**config.mk**
```make
export PLATFORM = sky130hd
export DESIGN_NAME = alu_pipe_flat
export DESIGN_NICKNAME = d
export VERILOG_FILES = /design/src/rtl/alu_pipe_if.sv /design/src/rtl/alu_pipe.sv /design/src/flat_wrapper.sv
export SDC_FILE = /design/constraint.sdc
export NUM_CORES = 2
export LEC_CHECK = 0
export CAP_MARGIN = 30
export CORE_UTILIZATION = 60
export CTS_CLUSTER_DIAMETER = 40
export CTS_CLUSTER_SIZE = 20
export DETAILED_ROUTE_END_ITERATION = 10
export HOLD_SLACK_MARGIN = 0.08
export PLACE_DENSITY_LB_ADDON = 0.2
export SYNTH_ARGS = -nofsm -noshare
export SYNTH_HDL_FRONTEND = slang
export SYNTH_SLANG_ARGS = --single-unit
```
**constraint.sdc**
```tcl
create_clock -name clk -period 27.6 [get_ports clk]
set_input_delay 2.76 -clock clk [delete_from_list [all_inputs] [get_ports clk]]
set_output_delay 2.76 -clock clk [all_outputs]
set_load 0.01 [all_outputs]
```
**src/rtl/alu_pipe_if.sv**
```systemverilog
// alu_pipe_if: issue-side and result-side handshake bundle for one ALU slot.
//   in_valid/in_ready   : op handshake from the issue queue
//   in_func/in_src1/in_src2/in_tag : op select, operands, ROB tag
//   out_valid/out_ready : result handshake towards the writeback/CDB arbiter
//   out_result/out_tag  : registered result and its ROB tag
// master = issue queue + consumer side, slave = the execution unit.
interface alu_pipe_if #(
  parameter int XLEN  = 32,
  parameter int TAG_W = 6
);
  logic             in_valid;
  logic             in_ready;
  logic [4:0]       in_func;
  logic [XLEN-1:0]  in_src1;
  logic [XLEN-1:0]  in_src2;
  logic [TAG_W-1:0] in_tag;
  logic             out_valid;
  logic             out_ready;
  logic [XLEN-1:0]  out_result;
  logic [TAG_W-1:0] out_tag;

  modport master (
    output in_valid, in_func, in_src1, in_src2, in_tag, out_ready,
    input  in_ready, out_valid, out_result, out_tag
  );

  modport slave (
    input  in_valid, in_func, in_src1, in_src2, in_tag, out_ready,
    output in_ready, out_valid, out_result, out_tag
  );
endinterface

```
**src/rtl/alu_pipe.sv**
```systemverilog
// alu_pipe: registered integer execution unit for one issue slot.
//   clk, rst (sync, active-high), flush (kills in-flight op and held result)
//   bus : alu_pipe_if.slave carrying the op handshake (in_*) and the result
//         handshake (out_*).
// Single-cycle ops load the output register directly on accept. CLMUL/CLMULH
// run iteratively, CLMUL_BITS multiplier bits per cycle, then wait for a free
// output slot before delivering the low or high half of the product.
module alu_pipe #(
  parameter int XLEN       = 32,
  parameter int TAG_W      = 6,
  parameter int CLMUL_BITS = 4
) (
  input  logic      clk,
  input  logic      rst,
  input  logic      flush,
  alu_pipe_if.slave bus
);

  localparam int SH_W  = $clog2(XLEN);
  localparam int K     = XLEN / CLMUL_BITS;
  localparam int CNT_W = (K > 1) ? $clog2(K) : 1;
  localparam logic [4:0] F_CLMUL  = 5'h1C;
  localparam logic [4:0] F_CLMULH = 5'h1D;

  typedef enum logic [1:0] {S_IDLE, S_BUSY, S_DONE} state_t;

  // Bit-count helpers; results fit in SH_W+1 bits and are zero-extended.
  function automatic logic [SH_W:0] count_lz(input logic [XLEN-1:0] v);
    logic [SH_W:0] n;
    logic          hit;
    n   = '0;
    hit = 1'b0;
    for (int i = XLEN - 1; i >= 0; i--) begin
      if (v[i]) hit = 1'b1;
      else if (!hit) n = n + (SH_W+1)'(1);
    end
    return n;
  endfunction

  function automatic logic [SH_W:0] count_tz(input logic [XLEN-1:0] v);
    logic [SH_W:0] n;
    logic          hit;
    n   = '0;
    hit = 1'b0;
    for (int i = 0; i < XLEN; i++) begin
      if (v[i]) hit = 1'b1;
      else if (!hit) n = n + (SH_W+1)'(1);
    end
    return n;
  endfunction

  function automatic logic [SH_W:0] count_pop(input logic [XLEN-1:0] v);
    logic [SH_W:0] n;
    n = '0;
    for (int i = 0; i < XLEN; i++) n = n + (SH_W+1)'(v[i]);
    return n;
  endfunction

  function automatic logic [XLEN-1:0] zext_cnt(input logic [SH_W:0] c);
    return {{(XLEN-SH_W-1){1'b0}}, c};
  endfunction

  state_t            state_q, state_d;
  logic              vld_p1;
  logic [XLEN-1:0]   result_p1;
  logic [TAG_W-1:0]  tag_p1;
  logic [2*XLEN-1:0] acc_p0;
  logic [2*XLEN-1:0] mcand_p0;
  logic [XLEN-1:0]   mplier_p0;
  logic [CNT_W-1:0]  cnt_p0;
  logic              hi_p0;
  logic [TAG_W-1:0]  ctag_p0;

  logic                   slot_free, ready, accept, is_clmul, last_step;
  logic [XLEN-1:0]        src1, src2, alu_res;
  logic signed [XLEN-1:0] src1_s, src2_s;
  logic [SH_W-1:0]        sh;
  logic [2*XLEN-1:0]      rot_l, rot_r, part;

  assign src1   = bus.in_src1;
  assign src2   = bus.in_src2;
  assign src1_s = bus.in_src1;
  assign src2_s = bus.in_src2;

  // out_ready feeds in_ready combinationally so a drain and a new accept can
  // share one edge; nothing from in_* reaches out_* without a register.
  assign slot_free = !vld_p1 || bus.out_ready;
  assign ready     = (state_q == S_IDLE) && slot_free && !flush && !rst;
  assign accept    = bus.in_valid && ready;
  assign is_clmul  = (bus.in_func == F_CLMUL) || (bus.in_func == F_CLMULH);
  assign last_step = (cnt_p0 == CNT_W'(K - 1));

  assign bus.in_ready   = ready;
  assign bus.out_valid  = vld_p1;
  assign bus.out_result = result_p1;
  assign bus.out_tag    = tag_p1;

  always_comb begin
    sh      = src2[SH_W-1:0];
    rot_l   = {src1, src1} << sh;
    rot_r   = {src1, src1} >> sh;
    alu_res = '0;
    case (bus.in_func)
      5'h00: alu_res = src1 & src2;
      5'h01: alu_res = src1 | src2;
      5'h02: alu_res = src1 ^ src2;
      5'h03: alu_res = src1 + src2;
      5'h04: alu_res = src1 - src2;
      5'h05: alu_res = {{(XLEN-1){1'b0}}, src1_s < src2_s};
      5'h06: alu_res = {{(XLEN-1){1'b0}}, src1 < src2};
      5'h07: alu_res = {{(XLEN-1){1'b0}}, src1 >= src2};
      5'h08: alu_res = {{(XLEN-1){1'b0}}, src1_s >= src2_s};
      5'h09: alu_res = {{(XLEN-1){1'b0}}, src1 == src2};
      5'h0A: alu_res = {{(XLEN-1){1'b0}}, src1 != src2};
      5'h0B: alu_res = src1 >> sh;
      5'h0C: alu_res = src1_s >>> sh;
      5'h0D: alu_res = src1 << sh;
      5'h0E: alu_res = src1 + XLEN'(4);
      5'h0F: alu_res = src2;
      5'h10: alu_res = zext_cnt(count_lz(src1));
      5'h11: alu_res = zext_cnt(count_tz(src1));
      5'h12: alu_res = zext_cnt(count_pop(src1));
      5'h13: alu_res = (src1_s < src2_s) ? src1 : src2;
      5'h14: alu_res = (src1_s < src2_s) ? src2 : src1;
      5'h15: alu_res = (src1 < src2) ? src1 : src2;
      5'h16: alu_res = (src1 < src2) ? src2 : src1;
      5'h17: alu_res = rot_l[2*XLEN-1:XLEN];
      5'h18: alu_res = rot_r[XLEN-1:0];
      5'h19: alu_res = src1 & ~src2;
      5'h1A: alu_res = src1 | ~src2;
      5'h1B: alu_res = ~(src1 ^ src2);
      5'h1C, 5'h1D: alu_res = '0;
      default: alu_res = {(XLEN/32){32'hDEADBEEF}};
    endcase
  end

  // Partial product for the CLMUL_BITS multiplier bits handled this cycle;
  // mcand_p0 is pre-shifted so bit j of mplier_p0 maps to mcand_p0 << j.
  always_comb begin
    part = '0;
    for (int j = 0; j < CLMUL_BITS; j++) begin
      if (mplier_p0[j]) part = part ^ (mcand_p0 << j);
    end
  end

  always_comb begin
    state_d = state_q;
    case (state_q)
      S_IDLE:  if (accept && is_clmul) state_d = S_BUSY;
      S_BUSY:  if (last_step)          state_d = S_DONE;
      S_DONE:  if (slot_free)          state_d = S_IDLE;
      default: state_d = S_IDLE;
    endcase
    if (flush) state_d = S_IDLE;
  end

  always_ff @(posedge clk) begin
    if (rst) state_q <= S_IDLE;
    else     state_q <= state_d;
  end

  // Stage p0: iterative carry-less multiply state.
  always_ff @(posedge clk) begin
    if (rst) begin
      acc_p0    <= '0;
      mcand_p0  <= '0;
      mplier_p0 <= '0;
      cnt_p0    <= '0;
      hi_p0     <= 1'b0;
      ctag_p0   <= '0;
    end else if (accept && is_clmul) begin
      acc_p0    <= '0;
      mcand_p0  <= {{XLEN{1'b0}}, src1};
      mplier_p0 <= src2;
      cnt_p0    <= '0;
      hi_p0     <= bus.in_func[0];
      ctag_p0   <= bus.in_tag;
    end else if (state_q == S_BUSY) begin
      acc_p0    <= acc_p0 ^ part;
      mcand_p0  <= mcand_p0 << CLMUL_BITS;
      mplier_p0 <= mplier_p0 >> CLMUL_BITS;
      cnt_p0    <= cnt_p0 + CNT_W'(1);
    end
  end

  // Stage p1: output register, loaded by single-cycle ops or a finished CLMUL.
  always_ff @(posedge clk) begin
    if (rst) begin
      vld_p1    <= 1'b0;
      result_p1 <= '0;
      tag_p1    <= '0;
    end else if (flush) begin
      vld_p1    <= 1'b0;
    end else if (accept && !is_clmul) begin
      vld_p1    <= 1'b1;
      result_p1 <= alu_res;
      tag_p1    <= bus.in_tag;
    end else if ((state_q == S_DONE) && slot_free) begin
      vld_p1    <= 1'b1;
      result_p1 <= hi_p0 ? acc_p0[2*XLEN-1:XLEN] : acc_p0[XLEN-1:0];
      tag_p1    <= ctag_p0;
    end else if (bus.out_ready) begin
      vld_p1    <= 1'b0;
    end
  end

endmodule

```
**src/flat_wrapper.sv**
```systemverilog
// flat-port wrapper written by rule: the top's interface ports become plain ports
module alu_pipe_flat 
#(
  parameter int XLEN       = 32,
  parameter int TAG_W      = 6,
  parameter int CLMUL_BITS = 4
)
  (clk, rst, flush, bus_in_valid, bus_in_func, bus_in_src1, bus_in_src2, bus_in_tag, bus_out_ready, bus_in_ready, bus_out_valid, bus_out_result, bus_out_tag);
  alu_pipe_if #(.XLEN(XLEN), .TAG_W(TAG_W)) bus_i ();
  input  logic clk;
  input  logic rst;
  input  logic flush;
  input wire logic [$bits(bus_i.in_valid)-1:0] bus_in_valid;
  input wire logic [$bits(bus_i.in_func)-1:0] bus_in_func;
  input wire logic [$bits(bus_i.in_src1)-1:0] bus_in_src1;
  input wire logic [$bits(bus_i.in_src2)-1:0] bus_in_src2;
  input wire logic [$bits(bus_i.in_tag)-1:0] bus_in_tag;
  input wire logic [$bits(bus_i.out_ready)-1:0] bus_out_ready;
  output wire logic [$bits(bus_i.in_ready)-1:0] bus_in_ready;
  output wire logic [$bits(bus_i.out_valid)-1:0] bus_out_valid;
  output wire logic [$bits(bus_i.out_result)-1:0] bus_out_result;
  output wire logic [$bits(bus_i.out_tag)-1:0] bus_out_tag;
  assign bus_i.in_valid = bus_in_valid;
  assign bus_i.in_func = bus_in_func;
  assign bus_i.in_src1 = bus_in_src1;
  assign bus_i.in_src2 = bus_in_src2;
  assign bus_i.in_tag = bus_in_tag;
  assign bus_i.out_ready = bus_out_ready;
  assign bus_in_ready = bus_i.in_ready;
  assign bus_out_valid = bus_i.out_valid;
  assign bus_out_result = bus_i.out_result;
  assign bus_out_tag = bus_i.out_tag;
  alu_pipe #(.XLEN(XLEN), .TAG_W(TAG_W), .CLMUL_BITS(CLMUL_BITS)) u_core (.clk(clk), .rst(rst), .flush(flush), .bus(bus_i));
endmodule
```
Word-level counts from Yosys, hierarchy flattened. Index checks and enable logic that the tools add are counted.

Register bits: 211. Input port bits: 80. Output and inout port bits: 40. Logic and storage cells: 526.

$add $sub $neg: 97. $lt $le $gt $ge: 4. Equality and inequality tests: 37. Shift operators: 5. Multiplexer cells: 337. Bitwise gates (word level): 12. Reduce and logical (&&, ||, !) cells: 23.

Operators with widths (count): $mux 6 (188); $pmux 32 s29 (1); $add 6x1->6 const B (62); $mux 32 (11); $mux 64 (4); $xor 64x64->64 (4); $add 6x1->6 (30); $mux 1 (129); $eq 5x5->1 const B (14); $and 32x32->32 (2); $ge 32x32->1 (2); $lt 32x32->1 (2); $not 32->32 (2); $or 32x32->32 (2); $shl 64x5->64 (1); $shr 64x5->32 (1); $eq 5x4->1 const B (8); $add 32x3->32 const B (1); $add 32x32->32 (1); $eq 32x32->1 (1); $ne 32x32->1 (1); $shl 32x5->32 (1); $shr 32x5->32 (1); $sshr 32x5->32 (1); 25 further kinds (45).

Logic depth before layout (Yosys ltp).
Word-level depth: 127. Gate-level depth with buffers: 109.

Least setup slack after synthesis. OpenSTA, ideal clock, no wires.

Path kind: input port to flip-flop. Start: in bus_in_src1[30]. End: reg u_core.result_p1[2] (netlist: u_core.bus.out_result[2]). Setup time: 128 ps. Arrival time: 20848 ps. Setup slack: 6624 ps. Cell stages on the path: 109. Buffers on the path: 1. Cells stage by stage: buf_2 > nor2b_1 > ha_1 > nor2b_1 > a21oi_2 > xnor2_1 > ha_1 > nor2b_1 > o31ai_1 > inv_1 > ha_1 > nand2_1 > o21ai_0 > ha_1 > nand2b_1 > a31oi_1 > ha_1 > a21oi_1 > [73 not listed] > ha_1 > nand2_1 > nand2_1 > ha_1 > mux2i_1 > o21ai_0 > ha_1 > nor2b_1 > xnor2_1 > nor2_1 > xnor2_1 > nor2_1 > xnor2_1 > o221ai_1 > a221oi_1 > a211oi_1 > a21oi_1 > nor2_1.

Cells in the longest elaborated chain, start to end: 123. Elaborated cells on any way between the ends: 203.

Ends and longest elaborated chain: from (decl) (line flat_wrapper.sv:15) `input wire logic [$bits(bus_i.in_src1)-1:0] bus_in_src1;`; $mux 6 (line alu_pipe.sv:34) `if (v[i]) hit = 1'b1;`; $mux 6 (line alu_pipe.sv:103) `case (bus.in_func)`; $add 6x1->6 (line alu_pipe.sv:35) `else if (!hit) n = n + (SH_W+1)'(1);`; $mux 6 (line alu_pipe.sv:35); $mux 6 (line alu_pipe.sv:34); $mux 6 (line alu_pipe.sv:103); $add 6x1->6 (line alu_pipe.sv:35); $mux 6 (line alu_pipe.sv:35); [107 not listed]; $mux 6 (line alu_pipe.sv:35); $mux 6 (line alu_pipe.sv:34); $mux 6 (line alu_pipe.sv:103); $add 6x1->6 (line alu_pipe.sv:35); $mux 6 (line alu_pipe.sv:35); $mux 6 (line alu_pipe.sv:34); $pmux 32 s29 * (line alu_pipe.sv:103); $mux 32 * (line alu_pipe.sv:194) `end else if (accept && !is_clmul) begin`; to (signal assigned) (line alu_pipe.sv:196) `result_p1 <= alu_res;`; to (signal assigned) (line alu_pipe.sv:200) `result_p1 <= hi_p0 ? acc_p0[2*XLEN-1:XLEN] : acc_p0[XLEN-1:0];`; to (decl) (line alu_pipe.sv:65) `logic [XLEN-1:0] result_p1;`.

Every way passes the cells marked *; elsewhere a longest branch is shown, timed or not. The select of a mux whose other input is x is not followed. A chain may end at the register's enable or synchronous reset.

Worst setup path after layout.
Start: in bus_in_src1[31]. End: reg u_core.result_p1[2] (netlist: u_core.bus.out_result[2]).

Cells in the longest elaborated chain, start to end: 127. Elaborated cells on any way between the ends: 202.

Ends and longest elaborated chain (line): $mux 1 (alu_pipe.sv:34); $mux 6 (alu_pipe.sv:103); $add 6x1->6 (alu_pipe.sv:35); $mux 6 (alu_pipe.sv:35); $mux 6 (alu_pipe.sv:34); $mux 6 (alu_pipe.sv:103); $add 6x1->6 (alu_pipe.sv:35); $mux 6 (alu_pipe.sv:35); [111 not listed]; $mux 6 (alu_pipe.sv:35); $mux 6 (alu_pipe.sv:34); $mux 6 (alu_pipe.sv:103); $add 6x1->6 (alu_pipe.sv:35); $mux 6 (alu_pipe.sv:35); $mux 6 (alu_pipe.sv:34); $pmux 32 s29 * (alu_pipe.sv:103); $mux 32 * (alu_pipe.sv:194).

Marked as above.

==> results.json <==
{
  "netlist-cell-type-count": 111,
  "insertion_delay_ns": 0.55,
  "n_fill_cell": 4735,
  "post_synthesis_average_cell_area_um2": 6.75,
  "detail_route.wl_per_cell_um": 24.1,
  "cts_max_path_buffers": 3,
  "ys_seq_area_share_pct": 13.2,
  "yosys_warnings": 0,
  "drt-vias-per-instance": 6.77,
  "number_of_global_route_vias_before_repair": 33064,
  "finalWeightedCongestion": 1.11,
  "fin_crit_ns": 23.70,
  "postPlaceCellArea_mm2": 0.0335,
  "numCtsBuffers": 24,
  "grtUsageTotal_pct": 45.8,
  "floorplan.core_area_mm2": 0.0526,
  "io-pin-count": 120,
  "layout-drive-gt1-share_pct": 6.13,
  "design.die.area_mm2": 0.0541,
  "achievable-frequency_mhz": 42.2,
  "critPathMostFrequentCell": "ha_1",
  "clock-root-buffer": "clkbuf_16",
  "ys_ff_latch": 211,
  "crit_path_top_delay_cell": "o31ai_1",
  "worst_clock_skew_ns": 0.0166,
  "clkSlewWorstSetupHoldPaths_ns": 0.07,
  "crit_type": "in -> reg",
  "finalInstanceArea_mm2": 0.0343,
  "critical_path_start_type": "input port",
  "die_h_um": 233,
  "seq_area_mm2": 0.00423,
  "tritoncts_clock_tree": "yes",
  "global_route_wire_length_before_repair_mm": 193,
  "period_share_pct": 85.9,
  "cp_data_required_time_ns": 28.01,
  "rsz0062_at_grt": "false",
  "dr.pass1.iters": 8,
  "clock-sinks": 211,
  "finalSetupTns_ns": 0,
  "cts_resized": 0,
  "largest_net_degree_at_the_start_of_global_routing": 97,
  "rows": 84,
  "drt_wl_total_mm": 128,
  "die_w_um": 233,
  "critPathMaxStageDelay_ns": 0.61,
  "antenna_violating_nets_post_route": 0,
  "regToRegSetupSlack_ns": 23.19,
  "postSynth.topFlopCell": "dfxtp_1",
  "worstPathArrival_ns": 24.12,
  "max-slew-margin-rel_pct": 26.6,
  "min-delay-path-class": "reg -> reg",
  "multi_input_area_mm2": 0.0259,
  "place_hpwl_mm": 95.9,
  "timing.final.max_slew_violations": 0,
  "finalPower_mw": 1.19,
  "critical_path.endpoint_type": "flip-flop",
  "io_buffer_count": 119,
  "pwr_density_cell_mw_per_mm2": 34.6,
  "count_of_endpoints_failing_hold_in_the_final_timing_report": 0,
  "worst-path-max-fanout": 29,
  "finalSetupViolations": 0,
  "worst_slew_pin_slew_ns": 1.09,
  "synth-async-reset-ratio_pct": 0,
  "postSynthCellCount": 4729,
  "drc": 0,
  "peakVddDrop_mv": 0.0560,
  "cts_hold_buffers": 0,
  "syn-cell-area_mm2": 0.0319,
  "synth-edff-count": 0,
  "effective_utilization_at_floorplan_pct": 60.8,
  "vias": 36143,
  "cap_violations": 0,
  "mappedNetlistNets": 4971,
  "result_of_the_run": "finished, final reports clean",
  "initial_antenna_violation_count": 3,
  "cts_post_setup_buffers_inserted": 0,
  "detail_route.iter0.violations": 4218,
  "num-nets-final": 4871,
  "area_growth_syn_to_layout_pct": 7.42,
  "grt.overflow.total": 0,
  "leakagePower_nw": 12.0,
  "cts_max_level": 1
}
-- cell type report --
type / count / share of cell area (%)
diodes: 1 / 0.00730
clock buffers: 26 / 1.84
clock inverters: 17 / 0.555
inverters: 146 / 1.60
multi-input cells: 4030 / 75.6
flip-flops and latches: 211 / 12.3
well taps: 688 / 2.51
repair buffers: 216 / 5.59
-- flip-flops by register name, summed over array words and instances (netlist names), 2 cells and up --
register               cells
u_core.acc_p0             64
u_core.bus.out_tag         6
u_core.state_q             2
u_core.cnt_p0              3
u_core.mcand_p0           64
u_core.bus.out_result     32
u_core.mplier_p0          32
u_core.ctag_p0             6
-- cell usage after synthesis, drive strengths merged (35+ instances only) --
| cell | n | area [µm²] |
|---|---|---|
| dfxtp | 211 | 4220 |
| inv | 139 | 522 |
| nand2 | 770 | 2900 |
| mux2i | 168 | 1690 |
| a221oi | 53 | 464 |
| clkbuf | 281 | 1050 |
| nor2b | 47 | 294 |
| nand4 | 52 | 325 |
| nor2 | 505 | 1900 |
| nand3 | 103 | 526 |
| a22oi | 46 | 350 |
| xnor2 | 365 | 3320 |
| or3 | 83 | 519 |
| o21ai | 365 | 1830 |
| a311oi | 38 | 333 |
| buf | 61 | 275 |
| nor3 | 86 | 457 |
| o221ai | 35 | 319 |
| ha | 136 | 1700 |
| o22ai | 38 | 244 |
| a21oi | 453 | 2300 |
| a211oi | 44 | 343 |
| xor2 | 72 | 687 |
-- worst max-delay path: cells and delay by family --
kind | cells | cell delay, ns
xor gates and xnor gates | 4 | 0.55
adders and majority gates | 29 | 9.38
and+or+nand+nor | 33 | 3.26
AOI/OAI and AO/OA | 28 | 5.28
muxes | 10 | 1.69
buffers and inverters | 6 | 1.21
-- path summary, 6_finish.rpt --
path / cells after the start / startpoint / endpoint
worst min register to register: 2 / u_core.mcand_p0[63] / u_core.mcand_p0[63]
worst max register to register: 12 / u_core.bus.out_valid / u_core.bus.out_result[21]
worst min-delay path: 2 / u_core.mcand_p0[63] / u_core.mcand_p0[63]
worst max-delay path: 110 / bus_in_src1[31] / u_core.bus.out_result[2]
-- through the flow --
stage	utilization, %	setup WS (ns)	hold WS (ns)	instances
floorplan	-	6.62	0.436	4729
finish	65.3	3.90	0.457	5335
detailed placement	63.7	3.67	0.449	5288
global placement	63.6	4.44	0.443	5285
CTS	65.2	4.22	0.459	5331
global route	65.3	2.25	0.481	5334
-- cells in the final DEF, fill, tap and decap left out, types with 23 or more instances in the layout --
cell and count:
clkdlybuf4s50_1 114, nor3_1 81, nor2b_1 46, clkbuf_16 25, a311oi_1 38, a31oi_1 34, mux2i_1 167, o221ai_1 33
fa_1 26, buf_4 96, a21o_1 33, or3_1 83, and2_1 23, nand4_1 52, nand2b_1 29, xnor2_1 352
nor2_1 501, ha_1 136, nand2_1 768, inv_1 135, o21ai_0 360, nor4_1 30, a221oi_1 53, dfxtp_1 206
o211ai_1 29, o22ai_1 37, nand3_1 100, mux2_2 25, a211oi_1 43, xor2_1 66, a21oi_1 447, and3_1 32
a22oi_1 45
-- cell families after synthesis --
group / Yosys count / share of synthesized area, %
AND/OR/NAND/NOR: 1854 / 26.4
AO/OA/AOI/OAI: 1353 / 26.5
buffers and inverters: 488 / 5.88
XOR/XNOR: 465 / 14.6
flip-flops: 211 / 13.2
multiplexers: 196 / 6.37
adder cells (fa/ha/maj): 162 / 6.96
-- routing by layer --
| layer | vias up | share of wire, % | GRT usage (%) |
|---|---|---|---|
| met4 | 4 | 8.0 | 32.9 |
| li1 | 16662 | - | - |
| met3 | 533 | 10 | 8.91 |
| met1 | 16773 | 38 | 55.3 |
| met5 | - | 0.018 | 0 |
| met2 | 2171 | 44 | 72.6 |
-- where the power goes --
part           internal, mW  switching [mW]
Combinational         0.194           0.353
Sequential            0.306         0.00150
Clock                 0.183           0.148
Total                 0.683           0.502
Power figures use the tool's default switching activity.
